<file path="config.mk">
export PLATFORM = sky130hd
export DESIGN_NAME = instruction_fetch_unit
export DESIGN_NICKNAME = d
export VERILOG_FILES = /design/src/rtl/instruction_fetch_unit.sv
export SDC_FILE = /design/constraint.sdc
export NUM_CORES = 1
export LEC_CHECK = 0
export BUFFER_PORTS_ARGS = -buffer_cell sky130_fd_sc_hd__buf_2
export CAP_MARGIN = 25
export CORE_AREA = 3 3 55 57
export CTS_CLUSTER_SIZE = 12
export DETAILED_ROUTE_END_ITERATION = 8
export DIE_AREA = 0 0 58 60
export PLACE_DENSITY = 0.78
export SYNTH_ARGS = -nofsm -noshare
export SYNTH_HDL_FRONTEND = slang
export SYNTH_SLANG_ARGS = --single-unit
</file>
<file path="constraint.sdc">
create_clock -name clk -period 2.15 [get_ports clk]
set_clock_uncertainty 0.2 [all_clocks]
set_input_delay 0.3225 -clock clk [delete_from_list [all_inputs] [get_ports clk]]
set_output_delay 0.3225 -clock clk [all_outputs]
set_load 0.005 [all_outputs]
</file>
<file path="src/rtl/instruction_fetch_unit.sv">
// Instruction fetch unit: owns the PC, reads the combinational instruction
// memory and holds the fetched instruction for decode behind a valid/ready slot.
module instruction_fetch_unit #(
    parameter int unsigned         ADDR_W      = 8,
    parameter int unsigned         INSTR_W     = 8,
    parameter int unsigned         PC_STEP     = 2,
    parameter logic [ADDR_W-1:0]   RESET_PC    = '0,
    parameter logic [INSTR_W-1:0]  HALT_OPCODE = INSTR_W'(8'hFF)
) (
    input  logic               clk,
    input  logic               rst_n,
    input  logic               fetch_en,
    output logic [ADDR_W-1:0]  pc_address,
    input  logic [INSTR_W-1:0] mem_instr,
    input  logic               branch_valid,
    input  logic [ADDR_W-1:0]  branch_target,
    output logic               instr_valid,
    output logic [INSTR_W-1:0] instr_out,
    output logic [ADDR_W-1:0]  instr_pc,
    input  logic               instr_ready,
    output logic               halted
);

    typedef enum logic [1:0] {
        S_IDLE,
        S_FETCH,
        S_HALT
    } state_t;

    // Halfword-aligned targets when instructions are two bytes apart
    localparam logic [ADDR_W-1:0] TGT_MASK = (PC_STEP == 2) ?
        {{(ADDR_W-1){1'b1}}, 1'b0} : {ADDR_W{1'b1}};

    state_t               r_state;
    state_t               w_state_nxt;
    logic [ADDR_W-1:0]    r_pc;
    logic [ADDR_W-1:0]    w_pc_nxt;
    logic                 r_valid;
    logic                 w_valid_nxt;
    logic [INSTR_W-1:0]   r_instr;
    logic [INSTR_W-1:0]   w_instr_nxt;
    logic [ADDR_W-1:0]    r_ipc;
    logic [ADDR_W-1:0]    w_ipc_nxt;
    logic                 w_slot_free;
    logic                 w_fetch;
    logic                 w_is_halt;
    logic [ADDR_W-1:0]    w_target;

    assign w_slot_free = !r_valid || instr_ready;
    assign w_is_halt   = (mem_instr == HALT_OPCODE);
    assign w_target    = branch_target & TGT_MASK;
    assign w_fetch     = fetch_en && (r_state != S_HALT) &&
                         w_slot_free && !branch_valid;

    always_ff @(posedge clk or negedge rst_n) begin
        if (!rst_n) begin
            r_state <= S_IDLE;
            r_pc    <= RESET_PC;
            r_valid <= 1'b0;
            r_instr <= '0;
            r_ipc   <= '0;
        end else begin
            r_state <= w_state_nxt;
            r_pc    <= w_pc_nxt;
            r_valid <= w_valid_nxt;
            r_instr <= w_instr_nxt;
            r_ipc   <= w_ipc_nxt;
        end
    end

    always_comb begin
        w_state_nxt = r_state;
        w_pc_nxt    = r_pc;
        w_valid_nxt = r_valid;
        w_instr_nxt = r_instr;
        w_ipc_nxt   = r_ipc;
        unique case (1'b1)
            branch_valid: begin
                // Redirect flushes the slot even if decode is stalled
                w_pc_nxt    = w_target;
                w_valid_nxt = 1'b0;
                w_state_nxt = fetch_en ? S_FETCH : S_IDLE;
            end
            w_fetch: begin
                w_instr_nxt = mem_instr;
                w_ipc_nxt   = r_pc;
                w_valid_nxt = 1'b1;
                if (w_is_halt) begin
                    w_state_nxt = S_HALT;
                end else begin
                    w_pc_nxt    = r_pc + ADDR_W'(PC_STEP);
                    w_state_nxt = S_FETCH;
                end
            end
            default: begin
                if (w_slot_free) begin
                    w_valid_nxt = 1'b0;
                end
                if (r_state != S_HALT) begin
                    w_state_nxt = fetch_en ? S_FETCH : S_IDLE;
                end
            end
        endcase
    end

    assign pc_address  = r_pc;
    assign instr_valid = r_valid;
    assign instr_out   = r_instr;
    assign instr_pc    = r_ipc;
    assign halted      = (r_state == S_HALT);

endmodule

</file>
==> implementation parameters <==
Parameter                              Value

Die
  DIE AREA ... 0.003480 mm2
  Ports placed on the boundary ... 47
  Standard-cell row count ... 18
  Area inside the core boundary ... roughly 0.0025 mm2
  Effective utilization at floorplan ... a little under half
  Horizontal die dimension ... slightly below 60 um
  Die boundary height ... 60 um

Global routing
  Wire length of the first global-routing pass ... 4015 um
  Most used routing layer ... met2
  Final global-route overflow total ... 0
  M1 GR Usage ... between 15 and 20%
  Global routing usage on met2 ... around a quarter
  Vias in the first global route ... approximately 900
  Met3 usage ... under 10%
  Largest net degree at the start of global routing ... 26
  Number of antenna violations at the first check in global routing ... 0
  Total Routing Usage GR ... around 15%

Final layout
  Share of cells above drive strength 1 ... 48.61%
  FILL cells ... 226
  Top library cells by usage in the layout, fill and taps aside ... sky130_fd_sc_hd__buf_2 (43), sky130_fd_sc_hd__dfrtp_1 (25), sky130_fd_sc_hd__mux2_2 (16)
  Growth of design area from synthesis to finish ... 24.59%
  Final non-filler cell area ... around 0.0014 mm2
  Number of cells in the finished layout apart from fillers ... between 150 and 200
  Net total in the final layout ... between 150 and 200
  Most frequent standard cell in the layout excluding fill and tap cells ... sky130_fd_sc_hd__buf_2
  Total inserted antenna cells ... 0

Setup path
  Worst-path cell with the longest stage delay ... sky130_fd_sc_hd__nand4_2
  Reg2Reg Depth ... 4
  Worst reg2reg path startpoint ... instr_valid$_DFFE_PN0P_
  Data arrival at the endpoint of the critical path ... around 1.9 ns
  Critical Setup Path Class ... flop to flop
  Maximum fanout count along the critical path ... 17
  Longest individual stage delay on the worst path ... roughly 0.5 ns
  Kind of capture point of the worst setup path ... flop
  Critical Path RT ... 2.19 ns
  Critical Path Source Type ... flop
  Top delay family on crit path ... simple AND/OR/NAND/NOR gates
  End of the worst register-to-register path ... pc_address[5]$_DFFE_PN0P_
  Buffers & Inverters on Critical Path ... 0
  Critical-path cell list ... nand2b_2, nand4_2, mux2_2, o211ai_1
  Setup slack of the worst register-to-register path ... roughly 0.28 ns

Status
  Status ... completed

Clock network
  Inserted Clock Buffers ... 3
  Number of levels the H-tree was split into ... 1
  CTS tree ... built
  Sinks on Clock Net ... 25
  Clock root buffer ... sky130_fd_sc_hd__clkbuf_4
  Insertion delay of the later-clocked pin in the worst-skew pair ... 0.32 ns
  Number of gates resized after cts ... 0
  Clock edge transition at the registers on the reported setup and hold paths ... between 0.1 and 0.15 ns
  Bufs on Longest Clock Path ... 2

Routing
  Pre-antenna DRT Iters ... 4
  Vias ... ~900
  Total length of routed wires ... between 2000 and 2500 um
  Post-route DRC ... 0
  Vias per cell ... 5.195
  Antenna Nets Post-Route ... 0
  Average detailed-routed wire length per instance ... 13.52 um
  Number of violations reported at the end of detailed-routing iteration 0 ... 17

STA
  Slew Viols, Final ... 0
  Worst Hold Margin ... around 0.035 ns
  Worst max-slew margin expressed relative to the limit ... a little over 60%
  Min cycle time layout ... ~1.9 ns
  Setup repair after global routing missed its margin ... false
  Slew at the pin with the worst max-slew slack ... 0.5895 ns
  Final Hold Vio Count ... 0
  Total setup violations reported at the end of the flow ... 0
  Fmax ... 0.5357 GHz
  Share of the clock period used by the worst path after layout ... between 80 and 90%
  Total negative setup slack ... 0 ns

Hold path
  Count of cells along the worst hold path ... 2
  Hold_sp ... mem_instr[4]
  Worst hold-check path type ... input pin to flop
  Hold worst-path end ... instr_out[4]$_DFFE_PN0P_

Synthesis
  Share of the synthesized area in the top cell type ... 54.41%
  Cells taking the most area after synthesis ... sky130_fd_sc_hd__dfrtp_1 (54%), sky130_fd_sc_hd__mux2_2 (16%), sky130_fd_sc_hd__nand2_1 (2.3%)
  Largest area contributor in the netlist ... sky130_fd_sc_hd__dfrtp_1
  Number of storage elements in the synthesis netlist ... 25
  Cell variety after synth ... 27
  Cells after Synth ... between 90 and 100
  Post-synthesis area per instance ... between 10 and 15 um2
  Yosys warning total ... 0
  Sequential-to-total area share from yosys stat ... around 54%
  Post-Synthesis Cell Area ... 0.001150 mm2

Placement
  Area of placed instances ... 0.001385 mm2
  Placed cell count ... ~170
  Number of I/O port buffers ... 43
  GPL Wtd Cong ... around 0.66
  Detailed placer's ending HPWL ... ~1700 um

Flow run
  Max_cap viols ... 0

Power and ir drop
  Power Density ... between 700 and 800 mW/mm2
  Worst-case vdd ir drop ... 0.4846 mV
  Standby leakage power ... a little under 0.7 nW
-- how the worst max path moves through the flow --
stage | start | endpoint | slack, ns | cells after the start
floorplan | pc_address[1]$_DFFE_PN0P_ | pc_address[7]$_DFFE_PN0P_ | 0.55 | 4
global placement | instr_ready | pc_address[5]$_DFFE_PN0P_ | 0.27 | 5
detailed placement | instr_ready | pc_address[5]$_DFFE_PN0P_ | 0.24 | 5
CTS | instr_valid$_DFFE_PN0P_ | pc_address[5]$_DFFE_PN0P_ | 0.24 | 4
global route | instr_valid$_DFFE_PN0P_ | pc_address[5]$_DFFE_PN0P_ | 0.13 | 4
finish | instr_valid$_DFFE_PN0P_ | pc_address[5]$_DFFE_PN0P_ | 0.28 | 4
-- kinds of logic (layout without fill, tap and decap cells) --
group / after synthesis / in the layout / share of synthesized area [%]
multiplexers: 18 / 18 / 17.41
flip-flops: 25 / 25 / 54.41
adder cells (fa/ha/maj): 1 / 1 / 1.088
AND/OR/NAND/NOR: 27 / 27 / 12.73
other: 1 / 2 / 0.3261
buffers and inverters: 9 / 54 / 4.134
XOR/XNOR: 1 / 1 / 0.7618
AO/OA/AOI/OAI: 16 / 16 / 9.139
-- cells in the mapped netlist --
cell and instances:
sky130_fd_sc_hd__dfrtp_1 25, sky130_fd_sc_hd__mux2_2 16, sky130_fd_sc_hd__nand2_1 7, sky130_fd_sc_hd__nor2_1 6, sky130_fd_sc_hd__a31oi_1 4, sky130_fd_sc_hd__nand3_1 4
sky130_fd_sc_hd__o21ai_0 4, sky130_fd_sc_hd__a21oi_1 3, sky130_fd_sc_hd__buf_4 3, sky130_fd_sc_hd__inv_1 3, sky130_fd_sc_hd__mux2i_1 2, sky130_fd_sc_hd__nand2b_2 2
sky130_fd_sc_hd__nand4_1 2, sky130_fd_sc_hd__o31ai_1 2, sky130_fd_sc_hd__or3_1 2, sky130_fd_sc_hd__or4_1 2, sky130_fd_sc_hd__and2_2 1, sky130_fd_sc_hd__buf_2 1
sky130_fd_sc_hd__clkbuf_1 1, sky130_fd_sc_hd__clkbuf_2 1, sky130_fd_sc_hd__conb_1 1, sky130_fd_sc_hd__ha_1 1, sky130_fd_sc_hd__nand4_2 1, sky130_fd_sc_hd__o2111ai_2 1
sky130_fd_sc_hd__o211ai_1 1, sky130_fd_sc_hd__o21a_1 1, sky130_fd_sc_hd__xor2_1 1
-- timing repair --
action                     in CTS  in global routing
hold buffers                    2                  0
buffers inserted                0                  0
hold endpoints to repair       26                  0
setup endpoints to repair       0                  0
-- worst reg2reg max path, delay by kind of cell (launching register included) --
| kind | cells | cell delay, ns |
|---|---|---|
| compound gates | 1 | 0.08 |
| simple gates | 2 | 0.63 |
| mux | 1 | 0.46 |
| flops | 1 | 0.42 |
-- metal layers --
metal | share of wire [%] | wire length (um) | vias up
li1 | - | - | 440
met1 | 43 | 1007 | 426
met2 | 47 | 1115 | 38
met3 | 9.7 | 229 | 0
met4 | 0 | 0 | 0
met5 | 0 | 0 | -
-- per-stage QoR --
step                      power [mW]  util (%)  setup slack [ns]
after global placement        0.8463     54.91            0.2743
after CTS                      1.073     56.80            0.2406
final                          1.055     56.80            0.2833
after global routing           1.130     56.80            0.1279
after detailed placement      0.8574     54.91            0.2367
after floorplan               0.7302         -            0.5524
-- state kept, by name (all words and copies together), names as in the netlist --
name and count:
pc_address 7, instr_valid 1, r_state 2, instr_pc 7, instr_out 8
-- power breakdown --
part | internal [mW] | leakage (nW) | switching, mW
logic | 0.141 | 0.376 | 0.107
registers | 0.547 | 0.293 | 0.0496
clock network | 0.0697 | 0.0177 | 0.140
-- final cells by class --
type | count | area (um2) | area share (%)
clock buffers | 3 | 22.52 | 1.572
well taps | 30 | 37.54 | 2.620
inverters | 3 | 11.26 | 0.7860
multi-input cells | 65 | 480.5 | 33.54
repair buffers | 47 | 250.2 | 17.47
flip-flops and latches | 25 | 625.6 | 43.67
clock inverters | 1 | 5.005 | 0.3493
Note: power is estimated with default switching activity, not from simulation.
